$ cat src/rtl/control_reg_pkg.sv
// control_reg_pkg
// Shared definitions for the multi-bit firmware control register:
//   - per-bit output mode encodings (2 bits per control bit in ModeVec)
//   - width limits for the control vector and the pulse counters
package control_reg_pkg;

  localparam int CTRL_MAX_WIDTH   = 32;
  localparam int CTRL_PULSE_CNT_W = 8;

  typedef enum logic [1:0] {
    CTRL_MODE_DIRECT = 2'd0,
    CTRL_MODE_SYNC   = 2'd1,
    CTRL_MODE_TOGGLE = 2'd2,
    CTRL_MODE_PULSE  = 2'd3
  } ctrl_mode_e;

endpackage

$ cat src/rtl/control_reg_pulse_bit.sv
// control_reg_pulse_bit
// One PULSE-mode control bit: a pending flag set by firmware writes and a
// down-counter loaded with PulseWidth when the pending request is committed.
// Ports:
//   clock  - single clock
//   reset  - synchronous, active-low
//   set    - write strobe for this bit with data=1 (arms the pending flag)
//   commit - shadow-to-active commit strobe
//   pulse  - high while the counter is nonzero
module control_reg_pulse_bit
  import control_reg_pkg::*;
#(
  parameter int PulseWidth = 1
) (
  input  logic clock,
  input  logic reset,
  input  logic set,
  input  logic commit,
  output logic pulse
);

  localparam logic [CTRL_PULSE_CNT_W-1:0] RELOAD = CTRL_PULSE_CNT_W'(PulseWidth);

  logic                        pending;
  logic                        pending_nxt;
  logic [CTRL_PULSE_CNT_W-1:0] count;

  // A write in the same cycle as a commit is seen by that commit.
  assign pending_nxt = pending | set;

  always_ff @(posedge clock) begin
    if (!reset) begin
      pending <= 1'b0;
      count   <= '0;
    end else if (commit && pending_nxt) begin
      // Reload even when still counting: retrigger without a low gap.
      pending <= 1'b0;
      count   <= RELOAD;
    end else begin
      pending <= commit ? 1'b0 : pending_nxt;
      if (count != '0) count <= count - CTRL_PULSE_CNT_W'(1);
    end
  end

  assign pulse = (count != '0);

endmodule

$ cat src/rtl/control_reg_multi.sv
// control_reg_multi
// Firmware-writable control register with 1..32 bits, per-bit output mode
// (DIRECT, SYNC, TOGGLE, PULSE) and a shadow/active double buffer so that
// several bits can be committed atomically.
// Ports:
//   clock      - single clock
//   reset      - synchronous, active-low
//   wr_en      - one-cycle write strobe
//   wr_data    - write value
//   wr_mask    - per-bit write enable (1 = bit written)
//   load       - commit shadow to active (ignored when AutoLoad=1)
//   control    - control outputs
//   rd_data    - shadow readback (PULSE bits read 0)
//   pulse_busy - any PULSE counter nonzero
module control_reg_multi
  import control_reg_pkg::*;
#(
  parameter int                        Width      = 8,
  parameter logic [CTRL_MAX_WIDTH-1:0] InitValue  = '0,
  parameter logic [2*Width-1:0]        ModeVec    = '0,
  parameter int                        PulseWidth = 1,
  parameter bit                        AutoLoad   = 1'b1
) (
  input  logic             clock,
  input  logic             reset,
  input  logic             wr_en,
  input  logic [Width-1:0] wr_data,
  input  logic [Width-1:0] wr_mask,
  input  logic             load,
  output logic [Width-1:0] control,
  output logic [Width-1:0] rd_data,
  output logic             pulse_busy
);

  if (Width < 1 || Width > CTRL_MAX_WIDTH) begin : g_chk_width
    $error("control_reg_multi: Width %0d outside 1..%0d", Width, CTRL_MAX_WIDTH);
  end
  if (PulseWidth < 1 || PulseWidth > 255) begin : g_chk_pulse
    $error("control_reg_multi: PulseWidth %0d outside 1..255", PulseWidth);
  end
  if ($bits(ModeVec) != 2 * Width) begin : g_chk_mode
    $error("control_reg_multi: ModeVec must be 2*Width bits wide");
  end

  function automatic logic [Width-1:0] mode_mask(input ctrl_mode_e m);
    logic [Width-1:0] r;
    r = '0;
    for (int i = 0; i < Width; i++) r[i] = (ModeVec[2*i +: 2] == m);
    return r;
  endfunction

  localparam logic [Width-1:0] DIRECT_MASK = mode_mask(CTRL_MODE_DIRECT);
  localparam logic [Width-1:0] SYNC_MASK   = mode_mask(CTRL_MODE_SYNC);
  localparam logic [Width-1:0] TOGGLE_MASK = mode_mask(CTRL_MODE_TOGGLE);
  localparam logic [Width-1:0] PULSE_MASK  = mode_mask(CTRL_MODE_PULSE);
  localparam logic [Width-1:0] ACTIVE_OUT  = ~(PULSE_MASK | SYNC_MASK);
  localparam logic [Width-1:0] INIT_ACTIVE = InitValue[Width-1:0] & ~PULSE_MASK;
  localparam logic [Width-1:0] INIT_SYNC   = InitValue[Width-1:0];

  logic [Width-1:0] shadow;
  logic [Width-1:0] active;
  logic [Width-1:0] sync_q;
  logic [Width-1:0] shadow_nxt;
  logic [Width-1:0] wr_bits;
  logic [Width-1:0] load_bits;
  logic [Width-1:0] flip_bits;
  logic [Width-1:0] pulse_vec;
  logic             commit;

  assign commit    = AutoLoad || load;
  assign wr_bits   = wr_en ? wr_mask : '0;
  assign load_bits = wr_bits & (DIRECT_MASK | SYNC_MASK);
  assign flip_bits = wr_bits & TOGGLE_MASK & wr_data;

  // PULSE bits are never loaded or flipped, so they stay 0 in the shadow.
  assign shadow_nxt = ((shadow & ~load_bits) | (wr_data & load_bits)) ^ flip_bits;

  // Shadow/active double buffer; the commit uses the post-write shadow.
  always_ff @(posedge clock) begin
    if (!reset) begin
      shadow <= INIT_ACTIVE;
      active <= INIT_ACTIVE;
      sync_q <= INIT_SYNC;
    end else begin
      shadow <= shadow_nxt;
      if (commit) active <= shadow_nxt;
      sync_q <= active;
    end
  end

  for (genvar i = 0; i < Width; i++) begin : g_bit
    if (PULSE_MASK[i]) begin : g_pulse
      control_reg_pulse_bit #(
        .PulseWidth(PulseWidth)
      ) u_pulse (
        .clock  (clock),
        .reset  (reset),
        .set    (wr_en & wr_mask[i] & wr_data[i]),
        .commit (commit),
        .pulse  (pulse_vec[i])
      );
    end else begin : g_plain
      assign pulse_vec[i] = 1'b0;
    end
  end

  assign control    = (active & ACTIVE_OUT) | (sync_q & SYNC_MASK) | pulse_vec;
  assign rd_data    = shadow;
  assign pulse_busy = |pulse_vec;

endmodule

$ cat config.mk
export PLATFORM = sky130hd
export DESIGN_NAME = control_reg_multi
export DESIGN_NICKNAME = d
export VERILOG_FILES = /design/src/rtl/control_reg_pkg.sv /design/src/rtl/control_reg_pulse_bit.sv /design/src/rtl/control_reg_multi.sv
export SDC_FILE = /design/constraint.sdc
export NUM_CORES = 1
export LEC_CHECK = 0
export ABC_AREA = 1
export BUFFER_PORTS_ARGS = -buffer_cell sky130_fd_sc_hd__buf_2
export CORE_MARGIN = 5
export CORE_UTILIZATION = 30
export DETAILED_ROUTE_END_ITERATION = 8
export GPL_TIMING_DRIVEN = 0
export PLACE_DENSITY = 0.69
export SETUP_SLACK_MARGIN = 0.02
export SYNTH_ARGS = -nofsm -noshare
export SYNTH_HDL_FRONTEND = slang
export SYNTH_SLANG_ARGS = --single-unit
$ cat constraint.sdc
create_clock -name clock -period 1.14 [get_ports clock]
set_input_delay 0.057 -clock clock [delete_from_list [all_inputs] [get_ports clock]]
set_output_delay 0.057 -clock clock [all_outputs]
set_load 0.01 [all_outputs]
==> metrics.cfg, run 1 <==
[run_status]
outcome=finished clean

[setup_path]
r2r_setup_slack_ns=0.50
critPathLaunchType=flop
cp_max_fo=3
cp.required_ns=1.08
crit_type=flop to output pin
reg2regPathDepth=4
arrival_ns=0.82
critPathCaptureType=output pin

[yosys]
yosysSeqAreaShare_pct=35.8
syn-num-nets=88
synth.distinct_cells=9
ys_seq_elements=8
syn_avg_cell_area_um2=6.59
ys_warn_count=0
syn_inst=68
syn_area_um2=448

[clock_tree]
clk_latency_ns=0.25
cts_resized=0
cts_max_level=1
clkTransAtPathRegs_ns=0.06
holdBufCountCts=0
cts_buffers=3
cts_tree=yes
postCtsSetupRepairBufs=0
cts_root_buffer=clkbuf_4
clock-sinks=8
clock_path_buffers=2

[sta]
fin_crit_sh_pct=76.8
finClkSkew_ns=0
finalHoldViolations=0
post-route-min-period_ns=0.876
fmax_ghz=1.14
setup_viol=0
rsz0062_at_grt=false
setup_tns_ns=0
report.final.slew_viol_count=0
fin_ws_ns=0.264

[grt]
grt_pass1_vias=436
grt_max_degree=9
grtUsageTotal_pct=9.51
grt_pass1_wl_mm=1.79
grt_antenna_before_repair=0
grt_overflow_total=0

[drt]
drt_wl_total_mm=1.06
post_drt_via_cell_ratio=3.88
post_drt_wl_per_cell_um=8.94
vias=462
drc=0
drtPass1Iterations=2
ant_nets=0
drt-initial-drc-count=6

[hold_path]
holdPathStages=3
holdCritPathClass=primary input to flop
hp-start=wr_data[4]

[die]
initial_core_util_pct=30.8
ios=37
dieHeight_um=48.6
die_area_um2=2370
rows=14
die_w_um=48.6
core_um2=1450

[place]
dp_slack_ns=0.486
port_buffers=32
hpwl_um=881
gp_congestion=0.642
placedCellCount=116

[pwr]
p_int_uw=513
power.leakage_nw=0.415
power_frac_seq_pct=44.2
p_total_uw=704
p_per_area_nw_per_um2=1080
pwr-share-comb_pct=25.3
switching_share_pct=27.2
ir_drop_uv=373
p_switching_uw=192
pwr-share-clk_pct=30.4

[final_layout]
register_area_um2=160
fillers=161
finalNonFillerCells=119
fin_util_pct=44.8
multi_input_area_um2=174
diodes=0
syn_to_final_growth_pct=45.3
final_nets=125
drive_gt1_share_pct=52.4

[job]
cap_violations=0

[stage by stage]
stage                     hold WS [ns]  area (um^2)
after floorplan                  0.191          448
final                           0.0294          651
after global routing            0.0425          651
after global placement           0.283          628
after CTS                       0.0208          651
after detailed placement         0.290          628
[layer usage]
| layer | up-vias | global-route usage [%] | wire length [um] |
|---|---|---|---|
| met4 | 0 | 5.38 | 0 |
| met1 | 186 | 10.1 | 430 |
| met5 | - | 0 | 0 |
| met3 | 0 | 5.21 | 162 |
| li1 | 253 | - | - |
| met2 | 23 | 14.8 | 471 |
[cell families (layout without fill, tap and decap cells)]
| group | count (synthesis) | count (layout) | synth area share, % |
|---|---|---|---|
| buf+inv | 19 | 54 | 25.4 |
| flops | 8 | 8 | 35.8 |
| other cells | 1 | 1 | 0.837 |
| simple gates | 40 | 40 | 38.0 |
[cells in the final DEF (no fill, tap or decap)]
cell type / n
dfxtp_1: 8
buf_6: 1
nand2_1: 16
inv_1: 8
buf_4: 9
nand2_2: 8
clkbuf_4: 3
nor2_1: 16
conb_1: 1
buf_2: 33
[worst max-delay path, stage by stage (launching register included)]
cell	delay (ns)
dfxtp_1	0.32
buf_4	0.12
buf_2	0.13
[final cells by class]
type / instances / share of cell area, %
well taps: 16 / 3.08
inverters: 8 / 4.62
clock buffers: 3 / 3.46
plain buffers: 11 / 12.9
multi-input cells: 41 / 26.7
repair buffers: 32 / 24.6
flip-flops and latches: 8 / 24.6
[power by group through the flow]
stage | combinational [mW] | clock [mW] | sequential [mW]
4_1_cts | 0.182 | 0.229 | 0.312
3_3_place_gp | 0.178 | 0 | 0.317
2_1_floorplan | 0.0967 | 0 | 0.327
5_1_grt | 0.200 | 0.243 | 0.315
6_report | 0.178 | 0.214 | 0.312
3_5_place_dp | 0.181 | 0 | 0.318
[worst max-delay path by stage]
stage / slack (ns) / from / end
6_report: 0.26 / flop / rd_data[0]
4_1_cts: 0.25 / flop / rd_data[0]
3_3_place_gp: 0.53 / flop / rd_data[3]
2_1_floorplan: 0.50 / flop / flop
5_1_grt: 0.20 / flop / rd_data[4]
3_5_place_dp: 0.49 / flop / flop
[cell usage after synthesis]
| master | instances | share of area (%) |
|---|---|---|
| buf_2 | 1 | 1.1 |
| buf_4 | 9 | 15 |
| buf_6 | 1 | 2.5 |
| conb_1 | 1 | 0.84 |
| dfxtp_1 | 8 | 36 |
| inv_1 | 8 | 6.7 |
| nand2_1 | 16 | 13 |
| nand2_2 | 8 | 11 |
| nor2_1 | 16 | 13 |
Note: power is estimated with default switching activity, not from simulation.
==> inputs of run 2 (changes only) <==
Clock period 1.14 ns to 0.82 ns, I/O delays scaled along.
==> metrics.cfg, run 2 (synthesized netlist as in run 1, its figures left out) <==
[place]
gp_congestion=0.642
hpwl_um=881
dp_slack_ns=0.166
port_buffers=32
placedCellCount=116

[drt]
drt_wl_total_mm=1.10
drc=0
post_drt_via_cell_ratio=4.04
drtPass1Iterations=4
ant_nets=0
post_drt_wl_per_cell_um=9.81
drt-initial-drc-count=5
vias=452

[die]
initial_core_util_pct=30.8
ios=37
core_um2=1450
dieHeight_um=48.6
die_area_um2=2370
die_w_um=48.6
rows=14

[pwr]
p_total_mw=1.02
ir_drop_uv=615
power.leakage_nw=0.395
p_per_area_nw_per_um2=1480

[setup_path]
cp_max_fo=3
reg2regPathDepth=5
path_depth=1
worst_path_dominant_cell_family=flip-flops
cp.required_ns=0.78
critPathLaunchType=flop
arrival_ns=0.72
critPathCaptureType=output pin
cp_slowest_cell=dfxtp_2
crit_chain=buf_2
cp_slowest_stage_delay_ns=0.34
crit_type=flop to output pin
r2r_setup_slack_ns=0.10
worst-path-buf-inv=1

[clock_tree]
cts_tree=yes
clk_latency_ns=0.25
clock-sinks=8
cts_root_buffer=clkbuf_4
clock_path_buffers=2
clkTransAtPathRegs_ns=0.06
cts_buffers=3
cts_max_level=1
holdBufCountCts=0

[job]
cap_violations=0

[grt]
grt_max_degree=9
grt_pass1_wl_mm=1.85
grt_overflow_total=0
grt_antenna_before_repair=0
grtUsageTotal_pct=9.70
grt_pass1_vias=441

[sta]
finalHoldViolations=0
fin_ws_ns=0.0556
setup_tns_ns=0
fmax_ghz=1.31
setup_viol=0
rsz0062_at_grt=false
report.final.slew_viol_count=0
finClkSkew_ns=0
fin_crit_sh_pct=93.2
post-route-min-period_ns=0.764

[final_layout]
drive_gt1_share_pct=57.3
diodes=0
mostFrequentLayoutCells=buf_2, nor2_1, nand2_1, buf_6
syn_to_final_growth_pct=53.9
final_common_cell=buf_2
final_nets=118
finalNonFillerCells=112

[hold_path]
holdPathStages=3
hp-start=wr_data[2]
holdCritPathClass=primary input to flop

[run_status]
outcome=finished clean

[run 2: cell count changes in the layout (fill, tap and decap cells not counted), sizes merged]
cell  previous run  this run
buf             43        36
[run 2: tightest hold or removal path, stage by stage]
cell and delay [ns]:
buf_2 0.08, nor2_1 0.04, nor2_1 0.08
[run 2: what timing repair did]
action | in CTS | in global routing
setup endpoints to repair | 8 | 6
setup buffers | 0 | 1
gates resized for setup | 16 | 5
hold endpoints to repair | 0 | 0
[run 2: worst max-delay path by stage]
stage          startpoint         end
5_1_grt              flop  control[0]
4_1_cts              flop  control[0]
3_5_place_dp         flop        flop
3_3_place_gp         flop        flop
6_report             flop  control[5]
2_1_floorplan        flop        flop
[run 2: stage by stage]
step | utilization [%] | cell area [um^2] | hold slack [ns]
2_1_floorplan | - | 448 | 0.175
3_3_place_gp | 43.2 | 628 | 0.267
3_5_place_dp | 43.2 | 628 | 0.274
4_1_cts | 44.8 | 651 | 0.00468
5_1_grt | 47.4 | 689 | 0.0248
6_report | 47.4 | 689 | 0.0147
[run 2: final cells by class]
| class | instances | area (um^2) |
|---|---|---|
| Buffer | 3 | 23.8 |
| Clock buffer | 3 | 22.5 |
| Fill cell | 149 | 764 |
| Inverter | 8 | 30.0 |
| Multi-Input combinational cell | 41 | 174 |
| Sequential cell | 8 | 170 |
| Tap cell | 16 | 20.0 |
| Timing Repair Buffer | 33 | 249 |
[run 2: report_power, final]
group | switching, mW | internal, mW | total, mW
combinational | 0.116 | 0.151 | 0.267
clock | 0.136 | 0.168 | 0.304
sequential | 0.0262 | 0.422 | 0.448
total | 0.278 | 0.740 | 1.02
[run 2: metal layers]
layer	global-route usage [%]	share of wire (%)	vias to the layer above	wire [um]
met1	9.89	38	190	419
met5	0	0	-	0
met3	4.91	13	0	139
met4	5.38	0	0	0
li1	-	-	241	-
met2	15.9	49	21	539
